`src/rtl/sm_mul_pkg.sv`:
```
// ---------------------------------------------------------------------------
// sm_mul_pkg
// Shared types and helpers for the sign-magnitude sequential multiplier.
//   state_e    : FSM state encoding (IDLE, RUN)
//   MAX_W      : largest supported operand width (sign bit included)
//   cnt_width  : bits needed for the iteration counter of a W-bit operand
// ---------------------------------------------------------------------------
package sm_mul_pkg;

  localparam int MAX_W = 32;

  typedef enum logic {
    IDLE = 1'b0,
    RUN  = 1'b1
  } state_e;

  // The counter runs 0..W-2, so clog2(W) bits always suffice; never below 1.
  function automatic int cnt_width(input int w);
    return (w < 2) ? 1 : $clog2(w);
  endfunction

endpackage

```
`src/rtl/sm_seq_mul_if.sv`:
```
// ---------------------------------------------------------------------------
// sm_seq_mul_if
// Request/response bundle of the sequential sign-magnitude multiplier.
//   i_start        : request, honoured only while o_busy=0
//   i_A, i_B       : W-bit sign-magnitude operands, sampled on accept
//   o_busy         : operation in progress
//   o_done         : one-cycle pulse, o_res/o_Z valid
//   o_res          : RW-bit sign-magnitude product, held until next completion
//   o_Z            : zero-result flag, held with o_res
// Modports: master (requester side), slave (multiplier side).
// ---------------------------------------------------------------------------
interface sm_seq_mul_if #(
  parameter int W = 3
);
  localparam int RW = 2 * (W - 1) + 1;

  logic          i_start;
  logic [W-1:0]  i_A;
  logic [W-1:0]  i_B;
  logic          o_busy;
  logic          o_done;
  logic [RW-1:0] o_res;
  logic          o_Z;

  modport master (
    output i_start, i_A, i_B,
    input  o_busy, o_done, o_res, o_Z
  );

  modport slave (
    input  i_start, i_A, i_B,
    output o_busy, o_done, o_res, o_Z
  );

endinterface

```
`src/rtl/sm_mag_shift_add.sv`:
```
// ---------------------------------------------------------------------------
// sm_mag_shift_add
// Unsigned shift-add datapath for MW-bit magnitudes: one multiplier bit per
// step, accumulating into a 2*MW-bit register (cannot overflow).
//   i_clk, i_rst : clock, synchronous active-high reset
//   i_load       : capture magnitudes, clear accumulator and counter
//   i_step       : perform one iteration
//   i_mag_a/b    : magnitudes to capture on i_load
//   o_acc_nxt    : accumulator value after the current iteration
//   o_last       : the current iteration is the final one
// Optional macro SM_SEQ_MUL_EARLY_TERM_EN: o_last also fires as soon as no
// set bits remain in the shifted multiplier.
// ---------------------------------------------------------------------------
module sm_mag_shift_add
  import sm_mul_pkg::*;
#(
  parameter int MW = 2
) (
  input  logic            i_clk,
  input  logic            i_rst,
  input  logic            i_load,
  input  logic            i_step,
  input  logic [MW-1:0]   i_mag_a,
  input  logic [MW-1:0]   i_mag_b,
  output logic [2*MW-1:0] o_acc_nxt,
  output logic            o_last
);

  localparam int CW = cnt_width(MW + 1);

  logic [MW-1:0]   mag_a_q, mag_a_d;
  logic [MW-1:0]   mag_b_q, mag_b_d;
  logic [2*MW-1:0] acc_q, acc_d;
  logic [2*MW-1:0] pp;
  logic [CW-1:0]   count_q, count_d;

  // NOTE: every signal assigned here gets a default first, so no path through
  // the block leaves one unassigned and no latch is inferred.
  always_comb begin
    mag_a_d   = mag_a_q;
    mag_b_d   = mag_b_q;
    acc_d     = acc_q;
    count_d   = count_q;
    pp        = {{MW{1'b0}}, mag_a_q} << count_q;
    o_acc_nxt = acc_q + (mag_b_q[0] ? pp : '0);

    if (i_load) begin
      mag_a_d = i_mag_a;
      mag_b_d = i_mag_b;
      acc_d   = '0;
      count_d = '0;
    end else if (i_step) begin
      acc_d   = o_acc_nxt;
      mag_b_d = mag_b_q >> 1;
      count_d = count_q + CW'(1);
    end
  end

`ifdef SM_SEQ_MUL_EARLY_TERM_EN
  // Remaining multiplier bits all zero: further iterations add nothing.
  assign o_last = (count_q == CW'(MW - 1)) || ((mag_b_q >> 1) == '0);
`else
  assign o_last = (count_q == CW'(MW - 1));
`endif

  // NOTE: state registers use non-blocking assignments so every flop samples
  // the pre-edge values regardless of statement order.
  // NOTE: the datapath registers are cleared on reset even though i_load
  // overwrites them, so the post-reset state is fully deterministic.
  always_ff @(posedge i_clk) begin
    if (i_rst) begin
      mag_a_q <= '0;
      mag_b_q <= '0;
      acc_q   <= '0;
      count_q <= '0;
    end else begin
      mag_a_q <= mag_a_d;
      mag_b_q <= mag_b_d;
      acc_q   <= acc_d;
      count_q <= count_d;
    end
  end

endmodule

```
`src/rtl/sm_seq_mul.sv`:
```
// ---------------------------------------------------------------------------
// sm_seq_mul
// Sequential sign-magnitude multiplier, W-bit operands (MSB = sign),
// RW = 2*(W-1)+1 bit sign-magnitude product. Magnitudes multiply by
// iterative shift-add (sm_mag_shift_add); the sign is the XOR of the operand
// signs, forced to 0 for a zero product so -0 is never produced.
//   i_clk  : clock, rising edge
//   i_rst  : synchronous active-high reset
//   bus    : sm_seq_mul_if.slave (i_start, i_A, i_B, o_busy, o_done,
//            o_res, o_Z)
// Latency from accept edge to o_done is W-1 clocks. With the optional macro
// SM_SEQ_MUL_EARLY_TERM_EN it shortens to max(1, highest set bit of |B| + 1).
// ---------------------------------------------------------------------------
module sm_seq_mul
  import sm_mul_pkg::*;
#(
  parameter int W = 3
) (
  input logic         i_clk,
  input logic         i_rst,
  sm_seq_mul_if.slave bus
);

  localparam int MW = W - 1;
  localparam int RW = 2 * MW + 1;

  if (W < 2 || W > MAX_W) begin : g_bad_w
    $error("sm_seq_mul: W must be within 2..MAX_W");
  end

  state_e          state_q, state_d;
  logic            sgn_q, sgn_d;
  logic            done_q, done_d;
  logic            z_q, z_d;
  logic [RW-1:0]   res_q, res_d;
  logic            load, step, last;
  logic [2*MW-1:0] acc_nxt;

  sm_mag_shift_add #(
    .MW (MW)
  ) u_dp (
    .i_clk     (i_clk),
    .i_rst     (i_rst),
    .i_load    (load),
    .i_step    (step),
    .i_mag_a   (bus.i_A[W-2:0]),
    .i_mag_b   (bus.i_B[W-2:0]),
    .o_acc_nxt (acc_nxt),
    .o_last    (last)
  );

  always_comb begin
    state_d = state_q;
    sgn_d   = sgn_q;
    done_d  = 1'b0;
    res_d   = res_q;
    z_d     = z_q;
    load    = 1'b0;
    step    = 1'b0;

    unique case (state_q)
      IDLE: begin
        if (bus.i_start) begin
          load    = 1'b1;
          sgn_d   = bus.i_A[W-1] ^ bus.i_B[W-1];
          state_d = RUN;
        end
      end
      RUN: begin
        step = 1'b1;
        if (last) begin
          state_d = IDLE;
          done_d  = 1'b1;
          z_d     = (acc_nxt == '0);
          // Zero product keeps a positive sign.
          res_d   = {sgn_q & (acc_nxt != '0), acc_nxt};
        end
      end
      default: state_d = IDLE;
    endcase
  end

  always_ff @(posedge i_clk) begin
    if (i_rst) begin
      state_q <= IDLE;
      sgn_q   <= 1'b0;
      done_q  <= 1'b0;
      res_q   <= '0;
      z_q     <= 1'b1;
    end else begin
      state_q <= state_d;
      sgn_q   <= sgn_d;
      done_q  <= done_d;
      res_q   <= res_d;
      z_q     <= z_d;
    end
  end

  assign bus.o_busy = (state_q == RUN);
  assign bus.o_done = done_q;
  assign bus.o_res  = res_q;
  assign bus.o_Z    = z_q;

endmodule

```
`src/flat_wrapper.sv`:
```
// flat-port wrapper written by rule: the top's interface ports become plain ports
module sm_seq_mul_flat import sm_mul_pkg::*;
#(
  parameter int W = 3
)
  (i_clk, i_rst, bus_i_start, bus_i_A, bus_i_B, bus_o_busy, bus_o_done, bus_o_res, bus_o_Z);
  sm_seq_mul_if #(.W(W)) bus_i ();
  input logic i_clk;
  input logic i_rst;
  input wire logic [$bits(bus_i.i_start)-1:0] bus_i_start;
  input wire logic [$bits(bus_i.i_A)-1:0] bus_i_A;
  input wire logic [$bits(bus_i.i_B)-1:0] bus_i_B;
  output wire logic [$bits(bus_i.o_busy)-1:0] bus_o_busy;
  output wire logic [$bits(bus_i.o_done)-1:0] bus_o_done;
  output wire logic [$bits(bus_i.o_res)-1:0] bus_o_res;
  output wire logic [$bits(bus_i.o_Z)-1:0] bus_o_Z;
  assign bus_i.i_start = bus_i_start;
  assign bus_i.i_A = bus_i_A;
  assign bus_i.i_B = bus_i_B;
  assign bus_o_busy = bus_i.o_busy;
  assign bus_o_done = bus_i.o_done;
  assign bus_o_res = bus_i.o_res;
  assign bus_o_Z = bus_i.o_Z;
  sm_seq_mul #(.W(W)) u_core (.i_clk(i_clk), .i_rst(i_rst), .bus(bus_i));
endmodule
```
`config.mk`:
```
export PLATFORM = sky130hd
export DESIGN_NAME = sm_seq_mul_flat
export DESIGN_NICKNAME = d
export VERILOG_FILES = /design/src/rtl/sm_mul_pkg.sv /design/src/rtl/sm_seq_mul_if.sv /design/src/rtl/sm_mag_shift_add.sv /design/src/rtl/sm_seq_mul.sv /design/src/flat_wrapper.sv
export SDC_FILE = /design/constraint.sdc
export NUM_CORES = 1
export LEC_CHECK = 0
export ABC_AREA = 0
export CAP_MARGIN = 20
export CORE_MARGIN = 2
export CORE_UTILIZATION = 33
export CTS_BUF_LIST = sky130_fd_sc_hd__clkbuf_2
export DETAILED_ROUTE_END_ITERATION = 8
export SETUP_SLACK_MARGIN = 0.1
export SYNTH_ARGS = -nofsm -noshare
export SYNTH_HDL_FRONTEND = slang
export SYNTH_SLANG_ARGS = --single-unit
```
`constraint.sdc`:
```
create_clock -name i_clk -period 1.95 [get_ports i_clk]
set_input_delay 0.2925 -clock i_clk [delete_from_list [all_inputs] [get_ports i_clk]]
set_output_delay 0.2925 -clock i_clk [all_outputs]
set_load 0.01 [all_outputs]
```
==> flow_summary.toml <==
[clock_network]
cts_tree = "yes"
cts.clk_slew.worst_paths_ns = 0.18
cts_htree_levels = 1
clock_latency_ns = 0.32
cts.sinks = 19
cts-root-buf = "clkbuf_2"
cts_hold_buf = 0
clockBufferDepth = 2
cts_buffers = 3

[timing]
setup_viol = 4
setup_slack_ns = -0.0531
fin_worst_skew_ns = 0.00372
fmax_ghz = 0.499
fin_tns_setup_ns = -0.144
drv_slew = 0
finalHoldViolCount = 0
rsz0062_at_grt = "true"
period_share_pct = 103
slew_headroom_pct = 77.5
worst-slew-pin-transition_ns = 0.337
period_minus_slack_ns = 2.00

[global_route]
grt_usage_pct = 15.3
grt_pass1_vias = 909
grt_max_degree = 12
grt_util_met3_pct = 4.24
grt_overflow = 0
use_met1_pct = 18.0
antenna_found_initial = 0
grt_first_pass_wirelength_um = 3870
met2_usage_pct = 25.8
top_usage_layer = "met2"

[detailed_routing]
post-route-drc-count = 0
wl_per_cell_um = 13.4
drt_iter0_drc = 11
avgViaCountPerCell = 4.96
wl_um = 2300
dr_total_vias = 848
antenna_left = 0
dr.pass1.iters = 4

[logic_synthesis]
synth_top_cell_by_area = "dfxtp_1"
synth_seq_area_share_pct = 39.9
yosys_most_used_dff = "dfxtp_1"
ys_ff_latch = 19
async_flop_share_pct = 0
avgSynthCellArea_um2 = 8.67
synth_warnings = 0
synth_area_um2 = 953
synth_cell_types = 34
synth_edf_count = 0
synthTopCellsByArea = "dfxtp_1, nor2_1, ha_1"
synth_fp_nets = 124
synth_top_area_share_pct = 39.9
synthCells = 110

[setup_path]
cp_data_arrival_time_ns = 2.29
r2r_setup_slack_ns = -0.05
cp.required_ns = 2.23
end_kind = "register"
crit_path_max_fanout = 4
start_kind = "register"
crit_type = "reg2reg"

[placement]
placement.io_buffers = 16
dpl.hpwl_um = 1670
routabilityCongestion = 0.930
pre_cts_ws_ns = -0.0651
dp_cells = 162

[die]
die_y_um = 57.8
rows = 19
die_area_um2 = 3340
die_w_um = 57.8
start_util_pct = 34.6
core-area_um2 = 2760
ios = 17

[final_layout]
drive_gt1_share_pct = 29.3
layout_commonest_cell = "nor2_1"
fin_cells = 171
diodes = 0
area_growth_syn_to_layout_pct = 40.0
final_cell_mix = "nor2_1, clkdlybuf4s50_1, buf_4"
fin_nets = 155

[job]
maxCapViolations = 0

[worst_hold_path]
min_path_type = "reg2reg"

[status]
violations = "setup timing"
status = "finished with violations"

[power_and_ir_drop]
p_per_area_nw_per_um2 = 530
irDropWorstVdd_v = 0.000530
totalPowerFinal_uw = 707
leakagePower_nw = 0.508
==> worst max-delay path, cell delays in order, from the launching register on <==
cell and delay [ns]:
dfxtp_2 0.38, mux2i_2 0.15, or3b_4 0.40, inv_2 0.08, ha_4 0.20, and3_4 0.14
o32a_1 0.17, a22oi_2 0.27, a221o_1 0.18
==> cell families (layout without fill, tap and decap cells) <==
family,after synthesis,after routing,share of synthesized area [%]
mux,5,5,5.25
flops,19,19,39.9
xor+xnor,2,2,1.84
simple gates,41,41,21.3
fa+ha+maj,5,5,7.35
compound gates,24,24,17.6
buf+inv,14,44,6.82
==> cell usage after synthesis (all sizes together), types with 2 or more instances <==
| cell type | number |
|---|---|
| a211oi | 4 |
| a21oi | 9 |
| and2 | 2 |
| buf | 3 |
| clkbuf | 3 |
| dfxtp | 19 |
| ha | 4 |
| inv | 8 |
| mux2i | 5 |
| nand2 | 7 |
| nand2b | 3 |
| nor2 | 17 |
| nor3 | 3 |
| nor3b | 2 |
| o21ai | 3 |
| o31a | 2 |
| o32a | 2 |
==> state kept, by name, indices dropped and copies added (netlist names) <==
| name | count |
|---|---|
| u_core.u_dp.mag_a_q | 2 |
| u_core.bus.o_Z | 1 |
| u_core.bus.o_busy | 1 |
| u_core.u_dp.mag_b_q | 2 |
| u_core.u_dp.count_q | 2 |
| u_core.u_dp.acc_q | 4 |
| u_core.bus.o_done | 1 |
| u_core.bus.o_res | 5 |
| u_core.sgn_q | 1 |
==> through the flow <==
stage                     cell area [µm²]  hold slack [ns]  utilization [%]
final                                1340            0.470             48.4
after global routing                 1340            0.505             48.4
after CTS                            1290            0.477             46.7
after detailed placement             1230            0.454             44.5
after global placement               1230            0.448             44.5
after floorplan                       980            0.440                -
==> what timing repair did <==
action / CTS / global route
endpoints found under the setup margin: 7 / 8
buffers inserted: 2 / 4
cloned: 0 / 0
pin swaps: 8 / 8
resized for setup: 7 / 8
==> layout make-up <==
class | count | area (µm²)
Clock inverter | 1 | 5.00
Fill cell | 273 | 1420
Clock buffer | 3 | 15.0
Sequential cell | 19 | 389
Multi-Input combinational cell | 77 | 573
Inverter | 8 | 30.0
Timing Repair Buffer | 32 | 284
Tap cell | 31 | 38.8
==> per-layer routing <==
layer  share of wire, %  vias to the layer above  routed length (µm)
li1                   -                      439                   -
met1                 43                      384                 988
met2                 50                       17                1140
met3                4.5                        8                 104
met4                2.7                        0                  61
met5                  0                        -                   0
==> power by group <==
group / switching [mW] / internal [mW] / leakage, nW
combinational: 0.0504 / 0.0639 / 0.335
sequential: 0.0152 / 0.403 / 0.157
clock: 0.128 / 0.0465 / 0.0164
total: 0.194 / 0.513 / 0.508
==> path summary, 6_finish.rpt <==
kind	from	endpoint	cells after the start
hold / removal	u_core.bus.o_res[0]$_SDFFE_PP0P_	u_core.bus.o_res[0]$_SDFFE_PP0P_	2
setup / recovery	u_core.u_dp.count_q[0]$_SDFFE_PP0P_	u_core.bus.o_Z$_SDFFE_PP1P_	8
setup reg to reg	u_core.u_dp.count_q[0]$_SDFFE_PP0P_	u_core.bus.o_Z$_SDFFE_PP1P_	8
hold reg to reg	u_core.bus.o_res[0]$_SDFFE_PP0P_	u_core.bus.o_res[0]$_SDFFE_PP0P_	2
Power figures use the tool's default switching activity.
